==> config.mk <==
export PLATFORM = sky130hd
export DESIGN_NAME = instr_decode_queue
export DESIGN_NICKNAME = d
export VERILOG_FILES = /design/src/rtl/instr_decode_queue.sv
export SDC_FILE = /design/constraint.sdc
export NUM_CORES = 1
export LEC_CHECK = 0
export BUFFER_PORTS_ARGS = -buffer_cell sky130_fd_sc_hd__buf_2
export CAP_MARGIN = 20
export CORE_UTILIZATION = 56
export CTS_BUF_LIST = sky130_fd_sc_hd__clkbuf_8
export DETAILED_ROUTE_END_ITERATION = 10
export GPL_TIMING_DRIVEN = 0
export PLACE_DENSITY = 0.87
export SKIP_CTS_REPAIR_TIMING = 1
export SLEW_MARGIN = 30
export SYNTH_ARGS = -nofsm -noshare
export SYNTH_HDL_FRONTEND = slang
export SYNTH_SLANG_ARGS = --single-unit
==> constraint.sdc <==
create_clock -name clk -period 2.11 [get_ports clk]
set_input_delay 0.1055 -clock clk [delete_from_list [all_inputs] [get_ports clk]]
set_output_delay 0.1055 -clock clk [all_outputs]
set_load 0.02 [all_outputs]
==> src/rtl/instr_decode_queue.sv <==
// Decoding instruction queue: RV32I words are split into their fields and a
// sign-extended immediate on the way in, and the decoded entries are held in
// a small circular FIFO. The head entry drives the out_* ports.
module instr_decode_queue #(
  parameter int XLEN  = 32,
  parameter int DEPTH = 4
) (
  input  logic                     clk,
  input  logic                     rst_n,
  input  logic                     flush,
  input  logic                     in_valid,
  output logic                     in_ready,
  input  logic [31:0]              in_instr,
  output logic                     out_valid,
  input  logic                     out_ready,
  output logic [2:0]               out_fmt,
  output logic [6:0]               out_opcode,
  output logic [4:0]               out_rd,
  output logic [4:0]               out_rs1,
  output logic [4:0]               out_rs2,
  output logic [2:0]               out_funct3,
  output logic [6:0]               out_funct7,
  output logic [XLEN-1:0]          out_imm,
  output logic                     out_illegal,
  output logic [$clog2(DEPTH):0]   count,
  output logic [15:0]              illegal_cnt
);

  localparam int AW = $clog2(DEPTH);
  localparam int CW = AW + 1;

  localparam logic [2:0] FMT_R   = 3'd0;
  localparam logic [2:0] FMT_I   = 3'd1;
  localparam logic [2:0] FMT_S   = 3'd2;
  localparam logic [2:0] FMT_B   = 3'd3;
  localparam logic [2:0] FMT_U   = 3'd4;
  localparam logic [2:0] FMT_J   = 3'd5;
  localparam logic [2:0] FMT_ILL = 3'd7;

  typedef struct packed {
    logic [2:0]      fmt;
    logic [6:0]      funct7;
    logic [4:0]      rs2;
    logic [4:0]      rs1;
    logic [2:0]      funct3;
    logic [4:0]      rd;
    logic [6:0]      opcode;
    logic [XLEN-1:0] imm;
  } entry_t;

  entry_t          dec;
  logic [31:0]     imm32;
  logic            push;
  logic            pop;
  logic [AW-1:0]   wr_ptr;
  logic [AW-1:0]   rd_ptr;
  entry_t          slot [DEPTH];
  entry_t          head;
  entry_t          shown;

  assign in_ready  = (count < CW'(DEPTH));
  assign out_valid = (count != '0);
  // flush wins over both handshakes, so neither pointer moves on a flush cycle
  assign push      = in_valid && in_ready && !flush;
  assign pop       = out_valid && out_ready && !flush;

  // Decode the incoming word; every RV32I immediate fits in 32 bits and is
  // then sign-extended to XLEN through a signed size cast.
  always_comb begin
    dec        = '0;
    imm32      = '0;
    dec.opcode = in_instr[6:0];
    dec.rd     = in_instr[11:7];
    dec.funct3 = in_instr[14:12];
    dec.rs1    = in_instr[19:15];
    dec.rs2    = in_instr[24:20];
    dec.funct7 = in_instr[31:25];
    case (in_instr[6:0])
      7'b0110011: begin
        dec.fmt = FMT_R;
      end
      7'b0010011, 7'b0000011, 7'b1100111: begin
        dec.fmt = FMT_I;
        imm32   = {{20{in_instr[31]}}, in_instr[31:20]};
      end
      7'b0100011: begin
        dec.fmt = FMT_S;
        imm32   = {{20{in_instr[31]}}, in_instr[31:25], in_instr[11:7]};
      end
      7'b1100011: begin
        dec.fmt = FMT_B;
        imm32   = {{19{in_instr[31]}}, in_instr[31], in_instr[7],
                   in_instr[30:25], in_instr[11:8], 1'b0};
      end
      7'b0110111, 7'b0010111: begin
        dec.fmt = FMT_U;
        imm32   = {in_instr[31:12], 12'b0};
      end
      7'b1101111: begin
        dec.fmt = FMT_J;
        imm32   = {{11{in_instr[31]}}, in_instr[31], in_instr[19:12],
                   in_instr[20], in_instr[30:21], 1'b0};
      end
      default: begin
        // includes every word whose low two bits are not 2'b11
        dec.fmt = FMT_ILL;
      end
    endcase
    dec.imm = XLEN'($signed(imm32));
  end

  // One register per queue slot; a slot is written only when it is the
  // current write target of an accepted word.
  for (genvar gi = 0; gi < DEPTH; gi++) begin : g_slot
    entry_t entry_reg;

    // capture the decoded word into this slot on push
    always_ff @(posedge clk or negedge rst_n) begin
      if (!rst_n) begin
        entry_reg <= '0;
      end else if (push && (wr_ptr == AW'(gi))) begin
        entry_reg <= dec;
      end
    end

    assign slot[gi] = entry_reg;
  end

  // Pointer and occupancy bookkeeping; pointers wrap naturally at DEPTH.
  always_ff @(posedge clk or negedge rst_n) begin
    if (!rst_n) begin
      wr_ptr <= '0;
      rd_ptr <= '0;
      count  <= '0;
    end else if (flush) begin
      wr_ptr <= '0;
      rd_ptr <= '0;
      count  <= '0;
    end else begin
      if (push) begin
        wr_ptr <= wr_ptr + 1'b1;
      end
      if (pop) begin
        rd_ptr <= rd_ptr + 1'b1;
      end
      case ({push, pop})
        2'b10:   count <= count + 1'b1;
        2'b01:   count <= count - 1'b1;
        default: count <= count;
      endcase
    end
  end

  // Saturating tally of accepted illegal words; flush does not clear it.
  always_ff @(posedge clk or negedge rst_n) begin
    if (!rst_n) begin
      illegal_cnt <= '0;
    end else if (push && (dec.fmt == FMT_ILL) && (illegal_cnt != 16'hFFFF)) begin
      illegal_cnt <= illegal_cnt + 16'd1;
    end
  end

  // Outputs read zero whenever the queue is empty, which also covers reset.
  assign head        = slot[rd_ptr];
  assign shown       = out_valid ? head : '0;
  assign out_fmt     = shown.fmt;
  assign out_opcode  = shown.opcode;
  assign out_rd      = shown.rd;
  assign out_rs1     = shown.rs1;
  assign out_rs2     = shown.rs2;
  assign out_funct3  = shown.funct3;
  assign out_funct7  = shown.funct7;
  assign out_imm     = shown.imm;
  assign out_illegal = out_valid && (head.fmt == FMT_ILL);

endmodule

# == After elaboration in Yosys (flattened, before gate mapping) ==
# Index checks and enable logic that the tools add are counted.
# classes
addsub,5
multipliers,0
div,0
n_lt_le_gt_ge,2
n_eq_ne,17
shift,0
mux,12
n_bitwise,1
n_reduce_logical,19
# op_table
op,n
67-bit 2-to-1 mux,3
32-bit case mux with 5 select lines,1
67-bit binary-select mux with 2-bit select,1
7-bit by 6-bit equality test with 1-bit output (second input constant),3
7-bit equality test (second input constant),3
3-bit case mux with 6 select lines,1
16-bit by 1-bit adder with 16-bit output (second input constant),1
16-bit inequality test (second input constant),1
7-bit by 5-bit equality test with 1-bit output (second input constant),2
1-bit logical AND,11
2-bit 2-to-1 mux,4
7-bit by 2-bit equality test with 1-bit output (second input constant),1
2-bit equality test (second input constant),3
3-bit equality test (second input constant),2
3-bit case mux with 2 select lines,1
3-bit nonzero test,2
2-bit by 1-bit adder with 2-bit output (second input constant),2
2-bit by 1-bit equality test with 1-bit output (second input constant),2
2-bit nonzero test,2
3-bit by 1-bit adder with 3-bit output (second input constant),1
3-bit greater-or-equal comparator (second input constant),1
3-bit less-than comparator (second input constant),1
3-bit 2-to-1 mux,1
2-bit inverter with 3-bit output,1
other kinds (5),5
# word_totals
reg_bits,291
latchBits,0
mem_bits_rw,0
mem_bits_ro,0
inputBits,37
word_cells,92
n_memories,0

# == Logic depth before layout (Yosys ltp) ==
# depth
depth_word,6
mapped_depth,8
mapped_depth_nobuf,7

# == Least setup slack after synthesis ==
# No wires, ideal clock.
# synth_path
path_type,reg2reg
start,reg count[2]
end,reg count[2]
setup_ns,0.078
arrival_ns,2.101
required_time_ns,2.032
slack_ns,-0.069
stages_incl_launch_ff,9
n_path_buf,1
synth_period_minus_slack_ns,2.179
path_cell_list,dfrtp_1 > or3_1 > clkbuf_1 > nand2_1 > nor3_1 > fa_1 > nor4_1 > a31oi_1 > a21oi_1
# synth_via
elab_chain_len,6
elab_cells_between_ends,13
# synth_lines
element,line,rtl
start: declaration,25,"output logic [$clog2(DEPTH):0] count,"
start signal: assignment,147,2'b10: count <= count + 1'b1;
start signal: assignment,148,2'b01: count <= count - 1'b1;
start signal: assignment,149,default: count <= count;
3-bit less-than comparator / 3-bit nonzero test (equally long branches),"61, 62",
"1-bit logical AND, on equally long branches (2 in series)","64, 65",
2-bit by 1-bit equality test with 1-bit output / 2-bit equality test (equally long branches),146,"case ({push, pop})"
3-bit case mux with 2 select lines,146,
3-bit 2-to-1 mux,135,end else if (flush) begin
# Parallel ways exist; a longest one is shown, timed or not.
# A chain may end at the register's enable or synchronous reset.

# == Final worst setup path ==
# layout_path
start,reg rd_ptr[0]
end,out out_fmt[0]
# layout_via
elab_chain_len,5
# layout_lines
element,line,rtl
start: declaration,56,logic [AW-1:0] rd_ptr;
start signal: assignment,144,rd_ptr <= rd_ptr + 1'b1;
2-bit inverter with 3-bit output (implied by the code),164,assign head = slot[rd_ptr];
67-bit binary-select mux with 2-bit select,164,
67-bit 2-to-1 mux (implied by the code) (2 in series),164,
67-bit 2-to-1 mux,165,assign shown = out_valid ? head : '0;
end: declaration,16,"output logic [2:0] out_fmt,"
# No other way between the ends. The select of a mux whose other input is x is not followed.

==> key figures <==
Status
  • Status: complete, but fails checks
  • Failing checks: setup timing

Setup path
  • CP delay by family, top: buffers and inverters
  • Critical path class: reg2out
  • R2r setup slk: 20 ps
  • CP Max Fanout: 7
  • Critical path buffer and inverter count: 4
  • Critical Path Max Stage Delay: 550 ps
  • Cell repeated most along the worst path: buf_4
  • Worst path required time: 2000 ps
  • Reg-to-Reg Start: count[2]
  • CP Launch Type: flop
  • Critical path arrival: 2250 ps
  • CP endpoint kind: primary output
  • Crit Reg-Reg Endpoint: g_slot[2].entry_reg[65]
  • Reg2Reg Depth: 5
  • Slowest-stage cell, CP: mux4_2
  • Worst path cell trace: buf_6 -> buf_12 -> buf_4 -> mux4_2 -> and2_4 -> buf_4

Logic synthesis
  • Synthesized flop and latch total: 291
  • Yosys cell types: 47
  • Avg Cell Area, Syn: 9.82 um^2
  • Ys Warns: 0
  • Syn nets: 1,401
  • Synthesized netlist cell count: 1,358
  • Synth Cell Area: 13,300 um^2
  • Seq/Total Area, Yosys: 54.6%

Power
  • Seq pwr share: 38.9%
  • Switching share of power: 35.1%
  • Sw power: 0.00757 W
  • Combinational share of power: 37.0%
  • Leakage power: 7.95 nW
  • VDD IR max: 0.000848 V
  • Power per cell area: 1320 nW/um^2
  • Internal power: 0.0140 W
  • Clk pwr share: 24.1%

Hold path
  • Hold Startpoint: in_instr[5]
  • Worst hold endpoint: g_slot[3].entry_reg[37]
  • Hold depth: 4
  • Min-Delay Path Class: in2reg

Global routing
  • Initial antenna violation count: 0
  • Pin count of the biggest net entering global routing: 90
  • Global Route Usage Sum: 32.4%
  • Number of global-route vias before repair: 11,392
  • GRT overflow: 0
  • First-pass GRT wire length: 60,300 um

Final layout
  • Fillers: 1,649
  • Layout cell share with drive strength beyond 1: 23.1%
  • Final Cell Area: 16,300 um^2
  • Area Overhead vs Synth: 21.9%
  • Fin util: 69.5%
  • Inserted Diodes: 0
  • Max reg flops: 268
  • Nets: 1,614

Floorplan
  • Die area: 24,400 um^2
  • Initial Util: 57.0%
  • I/O pin count: 126
  • Core area: 23,400 um^2
  • Die height: 156 um
  • Die Wd: 156 um
  • Std cell rows: 56

Detailed routing
  • Iter 0 DRT Violations: 1,548
  • Drc violations: 0
  • Final WL: 39,700 um
  • Via count: 11,586
  • Post-DR wirelength/cell: 20.6 um
  • DR pass1 iterations: 7
  • DR vias/cell: 6.02
  • Antenna Nets Post-Route: 0

CTS
  • CTS buffer count: 47
  • H-tree lvl count: 2
  • CTS sink cnt: 291
  • Max clock buf depth: 3
  • CTS tree: done
  • Clk_lat worst skew: 570 ps
  • Clock slew at reported path FFs: 60 ps
  • Root buffer cell: clkbuf_8

STA
  • Slew HR: 55.5%
  • Worst Max-Slew Pin Slew: 650 ps
  • Unrepaired setup endpoints after global routing: true
  • Final worst setup slack: -241 ps
  • Final slew viol count: 0
  • Final Hold Viols: 0
  • Final min period: 2350 ps
  • Setup violators final: 68
  • Worst Skew: 26.5 ps
  • Final Cycle Share: 111%
  • Maximum clock frequency: 425 MHz

Placed design
  • Placer Congestion: 0.893
  • Port Buf Inserts: 124
  • Cell Area, Placed: 14,500 um^2
  • HPWL after DPL: 25,500 um

Flow run
  • Max-Cap Viols: 0
worst max-delay path by stage:
stage,start,to,slack [ps],cells past startpoint
after floorplan,count[2],count[2],4,8
after global placement,rst_n,count[2],-4750,1
after detailed placement,count[2],g_slot[2].entry_reg[27],-270,6
after CTS,rd_ptr[0],out_funct7[0],-870,6
after global routing,rd_ptr[0],out_illegal,-270,6
final,rd_ptr[0],out_fmt[0],-240,6
cell families after synthesis:
kind of cell               after synthesis  share of synthesized area, %
and+or+nand+nor                        700                          22.2
DFF                                    291                          54.6
muxes                                   70                          11.5
AOI/OAI and AO/OA                      173                          6.78
buffers and inverters                   99                          2.99
xor gates and xnor gates                19                          1.25
adders and majority gates                6                         0.619
metal layers:
metal | GRT usage [%] | routed length [um]
met1 | 42.8 | 14600
met2 | 49.8 | 18600
met3 | 7.20 | 4230
met4 | 19.0 | 2230
met5 | 0 | 32
placed cells by master, fill, tap and decap left out, types with 3 or more instances in the layout:
master | synthesis | layout
a21oi_1 | 61 | 61
a22oi_1 | 4 | 4
and2_1 | 71 | 49
and2_4 | 0 | 20
buf_12 | 0 | 4
buf_16 | 0 | 3
buf_2 | 22 | 112
buf_4 | 0 | 14
buf_6 | 0 | 26
bufinv_16 | 0 | 3
clkbuf_1 | 69 | 41
clkbuf_16 | 0 | 3
clkbuf_2 | 0 | 20
clkbuf_4 | 0 | 3
clkbuf_8 | 0 | 60
clkinv_2 | 0 | 6
dfrtp_1 | 291 | 288
dfrtp_2 | 0 | 3
dlygate4sd3_1 | 0 | 29
ha_1 | 5 | 4
inv_1 | 6 | 19
mux4_2 | 67 | 67
nand2_1 | 512 | 508
nand2_2 | 1 | 4
nand2b_1 | 3 | 3
nand3_1 | 7 | 7
nand4_1 | 7 | 7
nor2_1 | 65 | 65
nor2b_1 | 5 | 5
nor3_1 | 10 | 9
nor3b_1 | 3 | 3
o21ai_0 | 95 | 95
o21ai_1 | 3 | 3
xnor2_1 | 3 | 3
xor2_1 | 16 | 16
cells in the mapped netlist (all sizes together):
cell     number  area share (%)
a2111oi       1           0.066
xor2         16             1.1
mux2i         2            0.15
a21oi        62             2.4
a32oi         1           0.066
nand3         8            0.34
a21o          1           0.056
a31oi         2           0.094
and3b         1           0.066
and3          2           0.094
and2         71             3.3
nand4         7            0.33
buf          24            0.88
o31ai         2            0.11
dfrtp       291              55
nand2b        3            0.14
and4bb        1           0.094
xnor2         3            0.20
mux4         67              11
or4           1           0.056
clkbuf       69             1.9
inv           6            0.17
o21ai        99             3.7
mux2          1           0.084
or2           2           0.094
or3           1           0.047
a2bb2oi       1           0.066
fa            1            0.15
and2b         1           0.056
nand3b        1           0.056
a22oi         4            0.23
nand2       513              14
nor3         11            0.45
nor4          2            0.21
ha            5            0.47
nor2b         5            0.23
nor3b         5            0.36
nor2         65             1.8
final cells by class:
| type | instances | area [um^2] | area share (%) |
|---|---|---|---|
| flip-flops and latches | 291 | 7290 | 44.8 |
| multi-input cells | 968 | 5750 | 35.4 |
| repair buffers | 169 | 1280 | 7.90 |
| clock buffers | 60 | 826 | 5.08 |
| plain buffers | 88 | 509 | 3.13 |
| well taps | 319 | 399 | 2.45 |
| clock inverters | 23 | 180 | 1.11 |
| inverters | 6 | 22.5 | 0.139 |
power by group through the flow:
stage / Sequential [W] / Combinational [W] / Clock (W)
after detailed placement: 0.00838 / 0.00665 / 0
after global routing: 0.00856 / 0.00859 / 0.00543
after global placement: 0.00827 / 0.00641 / 0
after CTS: 0.00831 / 0.00672 / 0.00520
final: 0.00838 / 0.00797 / 0.00519
after floorplan: 0.00818 / 0.00458 / 0
metrics by stage:
stage,worst slack (ps),hold WS (ps),TNS [ps],total power (W),std cells
2_1_floorplan,4.48,-190,0,0.0128,1358
3_3_place_gp,-4750,369,-1247770,0.0147,1801
3_5_place_dp,-266,107,-19100,0.0150,1804
4_1_cts,-867,-499,-53330,0.0202,1887
5_1_grt,-266,5.11,-13820,0.0226,1924
6_report,-241,15.2,-10470,0.0215,1924
worst min-delay path, cell delays in order:
cell and delay, ps:
buf_2 130, buf_2 190, nand2_1 80, nand2_1 40
Power figures use the tool's default switching activity.
